`src/rtl/mode_select.sv`:
```
// rtl/mode_select.sv - push-button to animation mode selector (sync, debounce, short/long press)
module mode_select #(
  parameter int DEBOUNCE_CYCLES   = 50000,
  parameter int LONG_PRESS_CYCLES = 50000000,
  parameter int NUM_MODES         = 3
) (
  input  logic       clk,
  input  logic       rst,
  input  logic       btn_in,
  output logic [1:0] mode,
  output logic       mode_changed,
  output logic       btn_level
);

  localparam int DB_W   = (DEBOUNCE_CYCLES > 1) ? $clog2(DEBOUNCE_CYCLES) : 1;
  localparam int HOLD_W = (LONG_PRESS_CYCLES > 1) ? $clog2(LONG_PRESS_CYCLES) : 1;

  localparam logic [DB_W-1:0]   DB_LAST   = DB_W'(DEBOUNCE_CYCLES - 1);
  localparam logic [HOLD_W-1:0] HOLD_PRE  = HOLD_W'(LONG_PRESS_CYCLES - 2);
  localparam logic [HOLD_W-1:0] HOLD_LAST = HOLD_W'(LONG_PRESS_CYCLES - 1);
  localparam logic [1:0]        MODE_LAST = 2'(NUM_MODES - 1);

  typedef enum logic [1:0] {
    IDLE,
    PRESSED,
    LONG_HELD
  } state_t;

  logic              s1;
  logic              s2;
  logic [DB_W-1:0]   db_cnt;
  logic              btn_prev;
  state_t            state;
  state_t            state_n;
  logic [HOLD_W-1:0] hold;
  logic [HOLD_W-1:0] hold_n;
  logic [1:0]        mode_n;
  logic              changed_n;

  // Two-flop synchroniser for the asynchronous button input
  always_ff @(posedge clk) begin
    if (rst) begin
      s1 <= 1'b0;
      s2 <= 1'b0;
    end else begin
      s1 <= btn_in;
      s2 <= s1;
    end
  end

  // Debounce: accept a new level only after it has been stable for DEBOUNCE_CYCLES cycles
  always_ff @(posedge clk) begin
    if (rst) begin
      db_cnt    <= '0;
      btn_level <= 1'b0;
    end else if (s2 == btn_level) begin
      db_cnt <= '0;
    end else if (db_cnt == DB_LAST) begin
      btn_level <= s2;
      db_cnt    <= '0;
    end else begin
      db_cnt <= db_cnt + 1'b1;
    end
  end

  // Press FSM state, hold counter and registered mode outputs
  always_ff @(posedge clk) begin
    if (rst) begin
      state        <= IDLE;
      hold         <= '0;
      btn_prev     <= 1'b0;
      mode         <= 2'd0;
      mode_changed <= 1'b0;
    end else begin
      state        <= state_n;
      hold         <= hold_n;
      btn_prev     <= btn_level;
      mode         <= mode_n;
      mode_changed <= changed_n;
    end
  end

  // Next-state logic: a release before the long threshold advances the mode,
  // reaching the threshold while held forces mode 0 and the release is ignored
  always_comb begin
    state_n = state;
    hold_n  = hold;
    mode_n  = mode;
    case (state)
      IDLE: begin
        if (btn_level && !btn_prev) begin
          state_n = PRESSED;
          hold_n  = '0;
        end
      end
      PRESSED: begin
        if (!btn_level) begin
          state_n = IDLE;
          mode_n  = (mode == MODE_LAST) ? 2'd0 : mode + 2'd1;
        end else if (hold == HOLD_PRE) begin
          state_n = LONG_HELD;
          hold_n  = HOLD_LAST;
          mode_n  = 2'd0;
        end else begin
          hold_n = hold + 1'b1;
        end
      end
      LONG_HELD: begin
        if (!btn_level) begin
          state_n = IDLE;
        end
      end
      default: begin
        state_n = IDLE;
      end
    endcase
    changed_n = (mode_n != mode);
  end

endmodule

```
`config.mk`:
```
export PLATFORM = sky130hd
export DESIGN_NAME = mode_select
export DESIGN_NICKNAME = d
export VERILOG_FILES = /design/src/rtl/mode_select.sv
export SDC_FILE = /design/constraint.sdc
export NUM_CORES = 1
export LEC_CHECK = 0
export BUFFER_PORTS_ARGS = -buffer_cell sky130_fd_sc_hd__buf_4
export CORE_MARGIN = 1.5
export CORE_UTILIZATION = 45
export CTS_CLUSTER_DIAMETER = 100
export DETAILED_ROUTE_END_ITERATION = 8
export GPL_ROUTABILITY_DRIVEN = 0
export PLACE_DENSITY_LB_ADDON = 0.15
export SYNTH_ARGS = -nofsm -noshare
export SYNTH_HDL_FRONTEND = slang
export SYNTH_SLANG_ARGS = --single-unit
```
`constraint.sdc`:
```
create_clock -name clk -period 1.8 [get_ports clk]
set_input_delay 0.09 -clock clk [delete_from_list [all_inputs] [get_ports clk]]
set_output_delay 0.09 -clock clk [all_outputs]
set_load 0.005 [all_outputs]
```
=== Yosys cells after proc, flatten, opt, wreduce, memory -nomap -nowiden ===
Cells that the tools add are included.

* Magnitude comparators: 0
* Multiplexer cells: 13
* Add/sub/neg operators: 3
* Bitwise operators: 1
* Multipliers: 0
* Reduce and logical (&&, ||, !) cells: 8
* Div/mod/pow operators: 0
* Shifts and indexed selects: 0
* Equality and inequality tests: 11

{| class="wikitable"
|+ Operators with widths
! cell !! count
|-
| $mux W26 || 3
|-
| $pmux W26 S2 || 1
|-
| $add A26 B1 Y26 const B || 1
|-
| $eq A26 B26 Y1 const B || 1
|-
| $add A16 B1 Y16 const B || 1
|-
| $eq A16 B16 Y1 const B || 1
|-
| $mux W2 || 8
|-
| $ne A2 B2 Y1 const B || 3
|-
| $pmux W2 S3 || 1
|-
| $reduce_and A3 Y1 || 2
|-
| $eq A2 B2 Y1 const B || 2
|-
| $ne A3 B3 Y1 const B || 1
|-
| $reduce_or A3 Y1 || 1
|-
| $add A2 B1 Y2 const B || 1
|-
| $eq A2 B1 Y1 const B || 1
|-
| $logic_not A2 Y1 || 1
|-
| $ne A2 B2 Y1 || 1
|-
| $reduce_and A2 Y1 || 1
|-
| $reduce_bool A2 Y1 || 1
|-
| $eq A1 B1 Y1 || 1
|-
| $logic_and A1 B1 Y1 || 1
|-
| $logic_not A1 Y1 || 1
|-
| $not A1 Y1 || 1
|}

* Bits in latches: 0
* Bits in registers: 51
* ROM bits: 0
* Memory bits (writable): 0
* Output and inout bits: 4
* Memories: 0

=== Longest topological paths before layout ===
Gate-level depths: netlist of the first run.

* Word-level depth: 5
* Depth in mapped cells: 8
* Gate-level depth less buffers: 7

=== Worst setup path before layout of the first run ===
No wires, ideal clock.

* Path type: reg2reg
* Start point: register hold[1]
* End point: register hold[20]
* Stages on the path, launching flop included: 7
* Setup slack: 0.068 ns
* Setup time: 0.117 ns
* Data arrival time: 1.615 ns
* Path buffers: 0
* Period minus slack after synthesis: 1.732 ns
* Cell sequence: dfxtp_1 > ha_1 > nand3_2 > nor4_4 > nand3_1 > a21o_1 > a22o_1

* Word-level cells in the longest chain between the ends: 4
* Elaborated cells on any way between the ends: 5
* Those cells by class: 1 x add/sub; 1 x eq/ne; 3 x mux

{| class="wikitable"
|+ RTL lines
! item !! RTL line !! source
|-
| start, declared || 35 || <nowiki>logic [HOLD_W-1:0] hold;</nowiki>
|-
| start signal, assigned || 76 || <nowiki>hold <= hold_n;</nowiki>
|-
| $add A26 B1 Y26 or $eq A26 B26 Y1 (tied branches) || 105, 100 ||
|-
| $mux W26 * || 100 || <nowiki>end else if (hold == HOLD_PRE) begin</nowiki>
|-
| $mux W26 * || 97 || <nowiki>if (!btn_level) begin</nowiki>
|-
| $pmux W26 S2 * || 89 || <nowiki>case (state)</nowiki>
|}

Mark *: on every way between the ends. The rest lies on a longest branch, timed or not. The select of a mux whose other input is x is not followed.
A chain may end at the register's enable or synchronous reset.

=== Worst setup path after layout of the first run ===
* Start point: register hold[1]
* End point: register mode[1]

* Word-level cells in the longest chain between the ends: 4

{| class="wikitable"
|+ RTL lines
! item !! RTL line !! source
|-
| $eq A26 B26 Y1 || 100 ||
|-
| $mux W2 || 100 ||
|-
| $mux W2 || 97 ||
|-
| $mux W2 || 89 ||
|-
| end signal, assigned || 78 || <nowiki>mode <= mode_n;</nowiki>
|-
| end, declared || 10 || <nowiki>output logic [1:0] mode,</nowiki>
|}

Every way passes these cells.

==> metrics.txt, run 1 <==
# TYPE chip_impl_metric gauge
chip_impl_metric{name="switchingPower",unit="mW"} 0.443
chip_impl_metric{name="clock_buffers_created_by_tritoncts",unit=""} 5
chip_impl_metric{name="worst_slack",unit="ns"} 0.0919
chip_impl_metric{name="timing.final.hold_violations",unit=""} 0
chip_impl_metric{name="number_of_global_route_vias_before_repair",unit=""} 2007
chip_impl_metric{name="final_core_utilization",unit="%"} 54.2
chip_impl_metric{name="power.sequential.fraction",unit="%"} 60.4
chip_impl_metric{name="top_level_ports",unit=""} 7
chip_impl_metric{name="power_frac_clock",unit="%"} 37.7
chip_impl_metric{name="ffs_latches_synth",unit=""} 51
chip_impl_metric{name="portBuffers",unit=""} 6
chip_impl_info{name="r2r_start",value="hold[1]"} 1
chip_impl_metric{name="clock_path_buffers",unit=""} 2
chip_impl_info{name="holdPathEnd",value="hold[0]"} 1
chip_impl_metric{name="synthArstFlopShare",unit="%"} 0
chip_impl_info{name="mostFrequentLayoutCell",value="sky130_fd_sc_hd__dfxtp_1"} 1
chip_impl_metric{name="post-route-cell-area",unit="mm^2"} 0.00298
chip_impl_info{name="synth_flop_cell",value="sky130_fd_sc_hd__dfxtp_1"} 1
chip_impl_metric{name="die_area",unit="mm^2"} 0.00619
chip_impl_metric{name="synth_area",unit="mm^2"} 0.00258
chip_impl_metric{name="antenna_found_initial",unit=""} 0
chip_impl_info{name="critical_path_class",value="reg -> reg"} 1
chip_impl_metric{name="via_count_of_the_routed_design",unit=""} 2180
chip_impl_metric{name="fp.dieW",unit="um"} 78.7
chip_impl_metric{name="finalMaxSlewViolations",unit=""} 0
chip_impl_metric{name="grt_remaining_overflow",unit=""} 0
chip_impl_metric{name="wl_final",unit="um"} 5310
chip_impl_metric{name="wire_length_of_the_first_global_routing_pass",unit="um"} 9310
chip_impl_metric{name="syn-instance-count",unit=""} 303
chip_impl_info{name="r2r_end",value="mode[1]"} 1
chip_impl_metric{name="ys_seq_area_share",unit="%"} 39.6
chip_impl_metric{name="synth.lib_cells_used.distinct",unit=""} 56
chip_impl_metric{name="clock-skew-final",unit="ns"} 0.00689
chip_impl_metric{name="routed_wire_length_per_instance",unit="um"} 13.2
chip_impl_metric{name="power",unit="mW"} 1.87
chip_impl_metric{name="detail_route.drc_violations",unit=""} 0
chip_impl_metric{name="cp_data_required_time",unit="ns"} 2.00
chip_impl_metric{name="ys.warnings.count",unit=""} 0
chip_impl_info{name="layout_common_cells",value="sky130_fd_sc_hd__dfxtp_1, sky130_fd_sc_hd__nor2_1, sky130_fd_sc_hd__buf_4"} 1
chip_impl_metric{name="max_freq",unit="MHz"} 585
chip_impl_metric{name="setup_violators_final",unit=""} 0
chip_impl_metric{name="p_int",unit="mW"} 1.43
chip_impl_metric{name="dr.first_iter.drc_count",unit=""} 114
chip_impl_metric{name="antenna_violating_nets_post_route",unit=""} 0
chip_impl_metric{name="synthToLayoutAreaGrowth",unit="%"} 15.7
chip_impl_metric{name="synth_edf_count",unit=""} 0
chip_impl_metric{name="fillerInstances",unit=""} 517
chip_impl_metric{name="irDropWorstVdd",unit="mV"} 0.444
chip_impl_metric{name="worst_skew_pair.late_latency",unit="ns"} 0.31
chip_impl_metric{name="dp_hpwl",unit="um"} 3930
chip_impl_info{name="status",value="completed"} 1
chip_impl_metric{name="crit_path_max_fanout",unit=""} 8
chip_impl_metric{name="syn_nets",unit=""} 309
chip_impl_metric{name="drt_pass1_iterations",unit=""} 5
chip_impl_metric{name="dpl_cell_area",unit="mm^2"} 0.00285
chip_impl_metric{name="met3WireLength",unit="um"} 135
chip_impl_info{name="clock-root-buffer",value="sky130_fd_sc_hd__clkbuf_8"} 1
chip_impl_metric{name="dp_cells",unit=""} 394
chip_impl_metric{name="grt.total_usage",unit="%"} 18.7
chip_impl_metric{name="cts_setup_buffers",unit=""} 0
chip_impl_metric{name="post_synth.cell_area_avg",unit="um^2"} 8.51
chip_impl_metric{name="dpl_worst_slack",unit="ns"} 0.0161
chip_impl_info{name="topRoutingLayerUsed",value="met4"} 1
chip_impl_metric{name="chipHeight",unit="um"} 78.7
chip_impl_metric{name="post_route_cells_drive_above_1_share",unit="%"} 18.4
chip_impl_metric{name="power.leakage",unit="nW"} 1.11
chip_impl_metric{name="floorplan_core_area",unit="mm^2"} 0.00551
chip_impl_metric{name="share_comb_of_total_power",unit="%"} 1.9
chip_impl_metric{name="clock_transition_at_the_register_clock_pins_on_the_worst_setup_and_hold_paths_after_cts",unit="ns"} 0.10
chip_impl_metric{name="maxSlewHeadroom",unit="%"} 74.1
chip_impl_metric{name="num-nets-final",unit=""} 336
chip_impl_metric{name="period_share",unit="%"} 94.9
chip_impl_metric{name="r2r_slack",unit="ns"} 0.09
chip_impl_info{name="worstSetupStartpointType",value="flip-flop"} 1
chip_impl_metric{name="power.share.switching",unit="%"} 23.6
chip_impl_metric{name="placement_rows",unit=""} 27
chip_impl_metric{name="grt_max_degree",unit=""} 26
chip_impl_info{name="tritoncts",value="yes"} 1
chip_impl_metric{name="time_the_final_worst_path_needs_with_i_o_delays_and_setup",unit="ns"} 1.71
chip_impl_metric{name="maxCapViolCount",unit=""} 0
chip_impl_metric{name="cts_sinks",unit=""} 51
chip_impl_metric{name="clock_tree.htree_level_count",unit=""} 2
chip_impl_metric{name="floorplan.initialDensity",unit="%"} 46.8
chip_impl_metric{name="cellPowerDensity",unit="mW/mm^2"} 629
chip_impl_metric{name="critical_path_arrival",unit="ns"} 1.91
chip_impl_metric{name="routedLengthMet1",unit="um"} 2840
chip_impl_metric{name="tightestPinTransition",unit="ns"} 0.388
chip_impl_metric{name="fin_setup_tns",unit="ns"} 0
chip_impl_metric{name="worstRegToRegCells",unit=""} 7
chip_impl_metric{name="met2RoutedLength",unit="um"} 2290
chip_impl_metric{name="finalHoldWorstSlack",unit="ns"} 0.118
chip_impl_info{name="worstSetupEndpointType",value="flip-flop"} 1
chip_impl_metric{name="vias_per_cell",unit=""} 5.41
chip_impl_metric{name="antennaDiodeCount",unit=""} 0
chip_impl_metric{name="holdPathStages",unit=""} 2
chip_impl_info{name="hp-start",value="rst"} 1
chip_impl_metric{name="finalNonFillerCells",unit=""} 403
chip_impl_info{name="holdCritPathClass",value="in -> reg"} 1
cells by family (layout without fill, tap and decap cells):
group                    after synthesis  in the layout  share of synthesized area [%]
AO/OA/AOI/OAI                         65             65                           15.3
XOR/XNOR                              20             20                           6.79
adder cells (fa/ha/maj)                3              3                           1.46
buffers and inverters                 18             46                           3.35
flip-flops                            51             51                           39.6
multiplexers                           1              1                          0.388
AND/OR/NAND/NOR                      145            145                           33.1
flip-flops by register name, indices dropped and copies added, names as in the netlist:
signal,cells
db_cnt,16
btn_level,1
s1,1
s2,1
btn_prev,1
mode_changed,1
state,2
hold,26
mode,2
cell type report:
type | instances | area (um^2) | area share, %
multi-input cells | 234 | 1480 | 49.7
flip-flops and latches | 51 | 1030 | 34.6
repair buffers | 32 | 259 | 8.68
well taps | 72 | 90.1 | 3.02
clock buffers | 5 | 68.8 | 2.31
clock inverters | 3 | 26.3 | 0.881
inverters | 6 | 22.5 | 0.755
what timing repair did:
| item | 4_1_cts | 5_1_grt |
|---|---|---|
| pin swaps | 1 | 2 |
| endpoints found under the setup margin | 3 | 14 |
| resized for setup | 1 | 12 |
| endpoints found under the hold margin | 1 | 0 |
| hold buffers | 1 | 0 |
metal layers:
layer / vias up / GRT usage, %
met3: 4 / 4.14
li1: 1133 / -
met4: 0 / 4.82
met2: 16 / 28.4
met5: - / 0
met1: 1027 / 26.8
critical path: stages, from the launching register on:
cell	delay [ns]
sky130_fd_sc_hd__dfxtp_2	0.34
sky130_fd_sc_hd__buf_4	0.13
sky130_fd_sc_hd__ha_1	0.16
sky130_fd_sc_hd__and4b_1	0.19
sky130_fd_sc_hd__nand4_1	0.17
sky130_fd_sc_hd__or2_4	0.33
sky130_fd_sc_hd__a21oi_1	0.18
sky130_fd_sc_hd__o21ai_0	0.10
power groups by stage:
stage / logic (mW) / registers, mW / clock network (mW)
global route: 0.0397 / 1.13 / 0.774
finish: 0.0355 / 1.13 / 0.707
CTS: 0.0358 / 1.13 / 0.733
floorplan: 0.0224 / 1.16 / 0
global placement: 0.0336 / 1.16 / 0
detailed placement: 0.0340 / 1.16 / 0
worst max-delay path by stage:
stage / startpoint / endpoint / slack [ns] / cells past startpoint
after CTS: hold[1] / mode_changed / 0.02 / 8
after global placement: hold[1] / mode[1] / 0.04 / 7
after detailed placement: hold[0] / hold[20] / 0.02 / 6
after global routing: hold[0] / hold[10] / -0.001 / 6
final: hold[1] / mode[1] / 0.09 / 7
after floorplan: hold[1] / hold[20] / 0.07 / 6
cells in the mapped netlist, types with 4 or more instances:
cell type | instances | area share, %
sky130_fd_sc_hd__a21o_1 | 5 | 1.5
sky130_fd_sc_hd__xor2_1 | 13 | 4.4
sky130_fd_sc_hd__nand3_1 | 15 | 2.9
sky130_fd_sc_hd__a31oi_1 | 10 | 2.4
sky130_fd_sc_hd__o21ai_1 | 7 | 1.4
sky130_fd_sc_hd__nor3_1 | 4 | 0.78
sky130_fd_sc_hd__nor2_1 | 39 | 5.7
sky130_fd_sc_hd__nand2b_1 | 7 | 1.7
sky130_fd_sc_hd__nand2_1 | 22 | 3.2
sky130_fd_sc_hd__clkbuf_1 | 5 | 0.73
sky130_fd_sc_hd__a21oi_1 | 14 | 2.7
sky130_fd_sc_hd__inv_1 | 6 | 0.87
sky130_fd_sc_hd__nand4_1 | 6 | 1.5
sky130_fd_sc_hd__o21ai_0 | 17 | 3.3
sky130_fd_sc_hd__and2_1 | 6 | 1.5
sky130_fd_sc_hd__nor2b_1 | 10 | 2.4
sky130_fd_sc_hd__xnor2_1 | 7 | 2.4
sky130_fd_sc_hd__dfxtp_1 | 51 | 40
Power figures use the tool's default switching activity.
==> inputs of run 2 (changes only) <==
Settings changed: CELL_PAD_IN_SITES_DETAIL_PLACEMENT set to 1, CELL_PAD_IN_SITES_GLOBAL_PLACEMENT set to 1, CORE_UTILIZATION 45 to 42.
==> run 2 against run 1 <==
Against the previous run: clock skew up 0.0012 ns; non-clock buffer count is 2 higher; clock-buffer cell count up 1; final area rose by 0.80%; via count increased by 2.3%; fmax increased by 0.72%; largest cell class unchanged; highest routed layer unchanged.
==> metrics.txt, run 2 (synthesis results as in run 1) <==
# TYPE chip_impl_metric gauge
chip_impl_metric{name="grt_remaining_overflow",unit=""} 0
chip_impl_metric{name="max_freq",unit="MHz"} 590
chip_impl_info{name="holdCritPathClass",value="in -> reg"} 1
chip_impl_info{name="worstSetupEndpointType",value="flip-flop"} 1
chip_impl_metric{name="floorplan_core_area",unit="mm^2"} 0.00592
chip_impl_info{name="tritoncts",value="yes"} 1
chip_impl_metric{name="dp_hpwl",unit="um"} 4490
chip_impl_info{name="holdPathEnd",value="hold[1]"} 1
chip_impl_info{name="largest_registers",value="hold x26, db_cnt x16"} 1
chip_impl_info{name="critical-path-slowest-cell",value="sky130_fd_sc_hd__dfxtp_1"} 1
chip_impl_metric{name="max_stage_delay",unit="ns"} 0.45
chip_impl_info{name="critPathTopFamily",value="simple AND/OR/NAND/NOR gates"} 1
chip_impl_metric{name="cp_data_required_time",unit="ns"} 2.03
chip_impl_metric{name="holdPathStages",unit=""} 2
chip_impl_metric{name="finalMaxSlewViolations",unit=""} 0
chip_impl_metric{name="dpl_cell_area",unit="mm^2"} 0.00286
chip_impl_metric{name="setup_violators_final",unit=""} 0
chip_impl_metric{name="vias_per_cell",unit=""} 5.47
chip_impl_info{name="worstSetupStartpointType",value="flip-flop"} 1
chip_impl_metric{name="fp.dieW",unit="um"} 81.4
chip_impl_metric{name="top_level_ports",unit=""} 7
chip_impl_metric{name="tightestPinTransition",unit="ns"} 0.340
chip_impl_metric{name="power.leakage",unit="nW"} 1.11
chip_impl_metric{name="chipHeight",unit="um"} 81.4
chip_impl_metric{name="number_of_global_route_vias_before_repair",unit=""} 2180
chip_impl_info{name="r2r_start",value="hold[3]"} 1
chip_impl_info{name="mostFrequentLayoutCell",value="sky130_fd_sc_hd__dfxtp_1"} 1
chip_impl_metric{name="antenna_found_initial",unit=""} 0
chip_impl_info{name="r2r_end",value="hold[23]"} 1
chip_impl_info{name="hp-start",value="rst"} 1
chip_impl_metric{name="worst-path-buf-inv",unit=""} 0
chip_impl_metric{name="dpl_worst_slack",unit="ns"} 0.0236
chip_impl_metric{name="worst_slack",unit="ns"} 0.104
chip_impl_metric{name="worst_skew_pair.late_latency",unit="ns"} 0.30
chip_impl_metric{name="clock_path_buffers",unit=""} 2
chip_impl_metric{name="power",unit="mW"} 1.88
chip_impl_metric{name="finalNonFillerCells",unit=""} 408
chip_impl_metric{name="timing.final.hold_violations",unit=""} 0
chip_impl_metric{name="maxCapViolCount",unit=""} 0
chip_impl_metric{name="dp_cells",unit=""} 398
chip_impl_info{name="worstPathCellList",value="nand4_4 > nor4_4 > nand3_1 > o31a_1 > a31oi_1"} 1
chip_impl_metric{name="crit_path_max_fanout",unit=""} 4
chip_impl_metric{name="r2r_slack",unit="ns"} 0.10
chip_impl_metric{name="post-route-cell-area",unit="mm^2"} 0.00301
chip_impl_metric{name="synthToLayoutAreaGrowth",unit="%"} 16.6
chip_impl_metric{name="maxSlewHeadroom",unit="%"} 77.3
chip_impl_metric{name="worstRegToRegCells",unit=""} 5
chip_impl_metric{name="cts_sinks",unit=""} 51
chip_impl_metric{name="floorplan.initialDensity",unit="%"} 43.6
chip_impl_metric{name="wl_final",unit="um"} 6140
chip_impl_metric{name="wire_length_of_the_first_global_routing_pass",unit="um"} 10300
chip_impl_metric{name="clock-skew-final",unit="ns"} 0.00808
chip_impl_metric{name="drt_pass1_iterations",unit=""} 4
chip_impl_metric{name="clock_tree.htree_level_count",unit=""} 2
chip_impl_metric{name="irDropWorstVdd",unit="mV"} 0.289
chip_impl_metric{name="die_area",unit="mm^2"} 0.00662
chip_impl_metric{name="critical_path_arrival",unit="ns"} 1.93
chip_impl_metric{name="routed_wire_length_per_instance",unit="um"} 15.0
chip_impl_metric{name="num-nets-final",unit=""} 338
chip_impl_metric{name="period_share",unit="%"} 94.2
chip_impl_metric{name="detail_route.drc_violations",unit=""} 0
chip_impl_metric{name="dr.first_iter.drc_count",unit=""} 93
chip_impl_metric{name="time_the_final_worst_path_needs_with_i_o_delays_and_setup",unit="ns"} 1.70
chip_impl_info{name="layout_common_cells",value="sky130_fd_sc_hd__dfxtp_1, sky130_fd_sc_hd__nor2_1, sky130_fd_sc_hd__buf_4"} 1
chip_impl_metric{name="grt.total_usage",unit="%"} 20.2
chip_impl_metric{name="clock_buffers_created_by_tritoncts",unit=""} 5
chip_impl_metric{name="antennaDiodeCount",unit=""} 0
chip_impl_info{name="register_with_the_most_flip_flops",value="hold"} 1
chip_impl_metric{name="fin_setup_tns",unit="ns"} 0
chip_impl_metric{name="cellPowerDensity",unit="mW/mm^2"} 625
chip_impl_info{name="status",value="completed"} 1
chip_impl_metric{name="portBuffers",unit=""} 6
chip_impl_metric{name="via_count_of_the_routed_design",unit=""} 2230
chip_impl_metric{name="clock_transition_at_the_register_clock_pins_on_the_worst_setup_and_hold_paths_after_cts",unit="ns"} 0.10
chip_impl_metric{name="grt_max_degree",unit=""} 17
chip_impl_metric{name="post_route_cells_drive_above_1_share",unit="%"} 19.2
chip_impl_info{name="critical_path_class",value="reg -> reg"} 1
chip_impl_info{name="clock-root-buffer",value="sky130_fd_sc_hd__clkbuf_8"} 1
chip_impl_metric{name="placement_rows",unit=""} 28
chip_impl_metric{name="flip_flop_count_of_the_largest_register_after_layout",unit=""} 26
chip_impl_metric{name="antenna_violating_nets_post_route",unit=""} 0
run 2: per-stage QoR:
stage | utilization (%) | hold WS (ns)
2_1_floorplan | - | 0.218
3_3_place_gp | 48.3 | 0.314
3_5_place_dp | 48.3 | 0.317
4_1_cts | 50.2 | 0.0463
5_1_grt | 50.8 | 0.0515
6_report | 50.8 | 0.0489
run 2: worst register-to-register path: stages (launching register included):
cell                      delay (ns)
sky130_fd_sc_hd__dfxtp_1        0.45
sky130_fd_sc_hd__nand4_4        0.15
sky130_fd_sc_hd__nor4_4         0.37
sky130_fd_sc_hd__nand3_1        0.20
sky130_fd_sc_hd__o31a_1         0.32
sky130_fd_sc_hd__a31oi_1        0.14
run 2: how the worst max path moves through the flow:
stage | startpoint | to | slack [ns] | depth (start not counted)
after floorplan | hold[1] | hold[20] | 0.07 | 6
after global placement | hold[0] | hold[16] | 0.09 | 7
after detailed placement | hold[0] | mode[1] | 0.02 | 7
after CTS | hold[0] | mode[1] | 0.01 | 7
after global routing | hold[0] | mode_changed | -0.03 | 8
final | hold[3] | hold[23] | 0.10 | 5
run 2: final cells by class:
| type | instances | area, um^2 |
|---|---|---|
| clock buffers | 6 | 82.6 |
| well taps | 75 | 93.8 |
| inverters | 6 | 22.5 |
| clock inverters | 2 | 16.3 |
| fillers | 726 | 2910 |
| multi-input cells | 234 | 1490 |
| flip-flops and latches | 51 | 1030 |
| repair buffers | 34 | 274 |
run 2: timing repair:
action	CTS	global route
buffers inserted	0	1
gates resized for setup	0	13
endpoints found under the hold margin	1	0
setup endpoints to repair	0	22
hold buffers	1	0
run 2: power breakdown:
| part | switching [mW] | internal [mW] | leakage (nW) |
|---|---|---|---|
| combinational | 0.0220 | 0.0165 | 0.653 |
| sequential | 0.00261 | 1.13 | 0.415 |
| clock | 0.392 | 0.315 | 0.0474 |
run 2: metal layers:
metal  vias to the layer above  track usage (%)  part of all wire [%]  routed length [um]
met5                         -                0                     0                   0
met4                         0             4.66                  0.98                  60
li1                       1131                -                     -                   -
met2                        15             34.1                    47                2870
met3                         7             3.37                   1.5                  95
met1                      1077             26.7                    51                3110
==> inputs of run 3 (changes only) <==
Settings changed: ABC_AREA set to 1, CORE_UTILIZATION 42 to 41, CTS_BUF_LIST set to sky130_fd_sc_hd__clkbuf_4 sky130_fd_sc_hd__clkbuf_8.
==> run 3 against run 2 <==
Against the previous run: sequential cell count unchanged; critical path depth grew 4; clock power is 2% higher; final area up 6.7%; clock-buffer cell count did not move; combinational power is 21% lower.
==> metrics.txt, run 3 <==
# TYPE chip_impl_metric gauge
chip_impl_info{name="status",value="completed"} 1
chip_impl_metric{name="max_freq",unit="MHz"} 622
chip_impl_metric{name="p_int",unit="mW"} 1.44
chip_impl_info{name="critical_path_class",value="reg -> reg"} 1
chip_impl_metric{name="floorplan.initialDensity",unit="%"} 42.7
chip_impl_info{name="grt_setup_unrepaired",value="no"} 1
chip_impl_metric{name="clock_buffers_created_by_tritoncts",unit=""} 5
chip_impl_info{name="clock-root-buffer",value="sky130_fd_sc_hd__clkbuf_8"} 1
chip_impl_metric{name="synthToLayoutAreaGrowth",unit="%"} 10.0
chip_impl_info{name="layout_common_cells",value="sky130_fd_sc_hd__nand2_1, sky130_fd_sc_hd__nor2_1, sky130_fd_sc_hd__dfxtp_1"} 1
chip_impl_metric{name="ffs_latches_synth",unit=""} 51
chip_impl_metric{name="fp.dieW",unit="um"} 87.3
chip_impl_metric{name="seq_area",unit="mm^2"} 0.00102
chip_impl_metric{name="r2r_slack",unit="ns"} 0.19
chip_impl_info{name="register_with_the_most_flip_flops",value="hold"} 1
chip_impl_metric{name="time_the_final_worst_path_needs_with_i_o_delays_and_setup",unit="ns"} 1.61
chip_impl_metric{name="share_comb_of_total_power",unit="%"} 1.6
chip_impl_metric{name="clock-skew-final",unit="ns"} 0.00973
chip_impl_metric{name="ys.warnings.count",unit=""} 0
chip_impl_metric{name="post_route_cells_drive_above_1_share",unit="%"} 12.9
chip_impl_metric{name="synth.lib_cells_used.distinct",unit=""} 30
chip_impl_metric{name="flip_flop_count_of_the_largest_register_after_layout",unit=""} 26
chip_impl_metric{name="portBuffers",unit=""} 6
chip_impl_metric{name="die_area",unit="mm^2"} 0.00763
chip_impl_metric{name="worstRegToRegCells",unit=""} 9
chip_impl_metric{name="syn-instance-count",unit=""} 465
chip_impl_info{name="largest_registers",value="hold x26, db_cnt x16"} 1
chip_impl_metric{name="tightestPinTransition",unit="ns"} 0.407
chip_impl_metric{name="vias_per_cell",unit=""} 5.16
chip_impl_metric{name="irDropWorstVdd",unit="mV"} 0.341
chip_impl_metric{name="cellPowerDensity",unit="mW/mm^2"} 586
chip_impl_info{name="r2r_end",value="hold[20]"} 1
chip_impl_metric{name="clock_tree.htree_level_count",unit=""} 2
chip_impl_metric{name="num-nets-final",unit=""} 484
chip_impl_metric{name="power.leakage",unit="nW"} 1.07
chip_impl_metric{name="grt_max_degree",unit=""} 30
chip_impl_metric{name="period_share",unit="%"} 89.3
chip_impl_metric{name="syn_nets",unit=""} 471
chip_impl_info{name="r2r_start",value="hold[0]"} 1
chip_impl_metric{name="synthArstFlopShare",unit="%"} 0
chip_impl_metric{name="switchingPower",unit="mW"} 0.446
chip_impl_metric{name="cp_data_required_time",unit="ns"} 2.04
chip_impl_metric{name="ys_seq_area_share",unit="%"} 35.0
chip_impl_metric{name="wire_length_of_the_first_global_routing_pass",unit="um"} 14100
chip_impl_metric{name="top_level_ports",unit=""} 7
chip_impl_metric{name="area_occupied_by_multi_input_gates",unit="mm^2"} 0.00168
chip_impl_info{name="synth.area.top_cells",value="sky130_fd_sc_hd__dfxtp_1, sky130_fd_sc_hd__nand2_1, sky130_fd_sc_hd__nor2_1"} 1
chip_impl_metric{name="synth_area",unit="mm^2"} 0.00292
chip_impl_metric{name="maxCapViolCount",unit=""} 0
chip_impl_metric{name="floorplan_core_area",unit="mm^2"} 0.00683
chip_impl_metric{name="finalHoldWorstSlack",unit="ns"} 0.165
chip_impl_metric{name="post-route-cell-area",unit="mm^2"} 0.00321
chip_impl_info{name="tritoncts",value="yes"} 1
chip_impl_metric{name="dpl_cell_area",unit="mm^2"} 0.00310
chip_impl_metric{name="power.share.switching",unit="%"} 23.7
chip_impl_metric{name="fillerInstances",unit=""} 942
chip_impl_metric{name="critical_path_arrival",unit="ns"} 1.85
chip_impl_metric{name="synth.top_cell.area_share",unit="%"} 35.0
chip_impl_metric{name="drt_pass1_iterations",unit=""} 4
chip_impl_metric{name="dr.first_iter.drc_count",unit=""} 117
chip_impl_metric{name="clock_transition_at_the_register_clock_pins_on_the_worst_setup_and_hold_paths_after_cts",unit="ns"} 0.10
chip_impl_info{name="hp-start",value="rst"} 1
chip_impl_metric{name="finalNonFillerCells",unit=""} 575
chip_impl_metric{name="placement_rows",unit=""} 30
chip_impl_metric{name="antenna_found_initial",unit=""} 0
chip_impl_info{name="synth_flop_cell",value="sky130_fd_sc_hd__dfxtp_1"} 1
chip_impl_metric{name="routed_wire_length_per_instance",unit="um"} 14.4
chip_impl_metric{name="power.sequential.fraction",unit="%"} 60.2
chip_impl_info{name="netlist.top_cell.by_area",value="sky130_fd_sc_hd__dfxtp_1"} 1
chip_impl_info{name="worstSetupStartpointType",value="flip-flop"} 1
chip_impl_info{name="worstSetupEndpointType",value="flip-flop"} 1
chip_impl_info{name="holdCritPathClass",value="in -> reg"} 1
chip_impl_metric{name="grt.total_usage",unit="%"} 23.7
chip_impl_metric{name="clock_path_buffers",unit=""} 2
chip_impl_metric{name="via_count_of_the_routed_design",unit=""} 2969
chip_impl_metric{name="synth_edf_count",unit=""} 0
chip_impl_metric{name="detail_route.drc_violations",unit=""} 0
chip_impl_info{name="mostFrequentLayoutCell",value="sky130_fd_sc_hd__nand2_1"} 1
chip_impl_metric{name="antennaDiodeCount",unit=""} 0
chip_impl_metric{name="timing.final.hold_violations",unit=""} 0
chip_impl_metric{name="holdPathStages",unit=""} 2
chip_impl_metric{name="grt_remaining_overflow",unit=""} 0
chip_impl_metric{name="antenna_violating_nets_post_route",unit=""} 0
chip_impl_metric{name="chipHeight",unit="um"} 87.3
chip_impl_metric{name="maxSlewHeadroom",unit="%"} 72.8
chip_impl_metric{name="fin_setup_tns",unit="ns"} 0
chip_impl_info{name="holdPathEnd",value="s2"} 1
chip_impl_metric{name="worst_skew_pair.late_latency",unit="ns"} 0.31
chip_impl_metric{name="number_of_global_route_vias_before_repair",unit=""} 2963
chip_impl_metric{name="dp_cells",unit=""} 566
chip_impl_metric{name="post_synth.cell_area_avg",unit="um^2"} 6.27
chip_impl_metric{name="wl_final",unit="um"} 8260
chip_impl_metric{name="power_frac_clock",unit="%"} 38.2
chip_impl_metric{name="cts_sinks",unit=""} 51
chip_impl_metric{name="crit_path_max_fanout",unit=""} 6
chip_impl_metric{name="power",unit="mW"} 1.88
chip_impl_info{name="top_cell_types_by_occurrence_after_synthesis",value="sky130_fd_sc_hd__nand2_1, sky130_fd_sc_hd__nor2_1, sky130_fd_sc_hd__dfxtp_1"} 1
chip_impl_metric{name="setup_violators_final",unit=""} 0
chip_impl_info{name="post-synth-top-count-cell",value="sky130_fd_sc_hd__nand2_1"} 1
chip_impl_metric{name="dp_hpwl",unit="um"} 6370
chip_impl_metric{name="finalMaxSlewViolations",unit=""} 0
## run 3: cell count changes after synthesis, moves of 8 or more
cell and delta:
sky130_fd_sc_hd__a31oi_1 -10, sky130_fd_sc_hd__a21oi_1 +22, sky130_fd_sc_hd__nor2b_1 -10, sky130_fd_sc_hd__nor2_2 +11, sky130_fd_sc_hd__nor2_1 +30, sky130_fd_sc_hd__xor2_1 -8, sky130_fd_sc_hd__nand2_1 +130, sky130_fd_sc_hd__nand2_2 +8
sky130_fd_sc_hd__inv_1 +32
## run 3: repair_timing
action	CTS	global route
resized for setup	0	2
hold buffers	1	0
setup buffers	0	0
endpoints found under the setup margin	0	1
endpoints found under the hold margin	1	0
## run 3: stage by stage
step	worst slack, ns	utilization [%]
global placement	0.168	45.4
finish	0.192	47.0
detailed placement	0.156	45.4
global route	0.0105	47.0
floorplan	0.371	-
CTS	0.128	46.9
## run 3: layout make-up
cell class	instances	area share (%)
tap	96	3.74
sequential	51	31.9
timing repair buffer	15	3.98
inverter	43	5.03
clock inverter	2	0.546
multi-input combinational	362	52.4
clock buffer	6	2.38
## run 3: critical path, stage by stage, from the launching register on
cell and delay [ns]:
sky130_fd_sc_hd__dfxtp_2 0.40, sky130_fd_sc_hd__ha_1 0.22, sky130_fd_sc_hd__nand3_2 0.18, sky130_fd_sc_hd__inv_2 0.11, sky130_fd_sc_hd__nand3_2 0.11, sky130_fd_sc_hd__nor2_1 0.16, sky130_fd_sc_hd__nand2_1 0.10, sky130_fd_sc_hd__nand2_1 0.07
sky130_fd_sc_hd__nand2_1 0.05, sky130_fd_sc_hd__a21oi_1 0.14
## run 3: worst max path at each step
stage	from	endpoint	cells past startpoint
after global routing	db_cnt[0]	db_cnt[11]	9
after detailed placement	hold[0]	mode[0]	11
final	hold[0]	hold[20]	9
after floorplan	db_cnt[0]	db_cnt[15]	9
after global placement	hold[0]	mode[0]	11
after CTS	hold[0]	hold[20]	9
## run 3: layer usage
metal | global-route usage, % | part of all wire (%) | vias up
met5 | 0 | 0 | -
met4 | 5.19 | 0.87 | 0
met3 | 3.13 | 3.3 | 7
met2 | 40.1 | 48 | 32
met1 | 32.1 | 48 | 1433
li1 | - | - | 1497
## run 3: power by group through the flow
| stage | clock [mW] | sequential, mW | combinational [mW] |
|---|---|---|---|
| detailed placement | 0 | 1.16 | 0.0291 |
| finish | 0.719 | 1.13 | 0.0303 |
| global route | 0.793 | 1.13 | 0.0333 |
| floorplan | 0 | 1.16 | 0.0170 |
| global placement | 0 | 1.16 | 0.0284 |
| CTS | 0.736 | 1.13 | 0.0308 |
## run 3: cells by family (layout without fill, tap and decap cells)
family	count (synthesis)	in the layout	synth area share (%)
and+or+nand+nor	297	297	44.4
adders and majority gates	3	3	1.29
DFF	51	51	35.0
buffers and inverters	52	66	7.34
AOI/OAI and AO/OA	54	54	9.52
xor gates and xnor gates	8	8	2.40
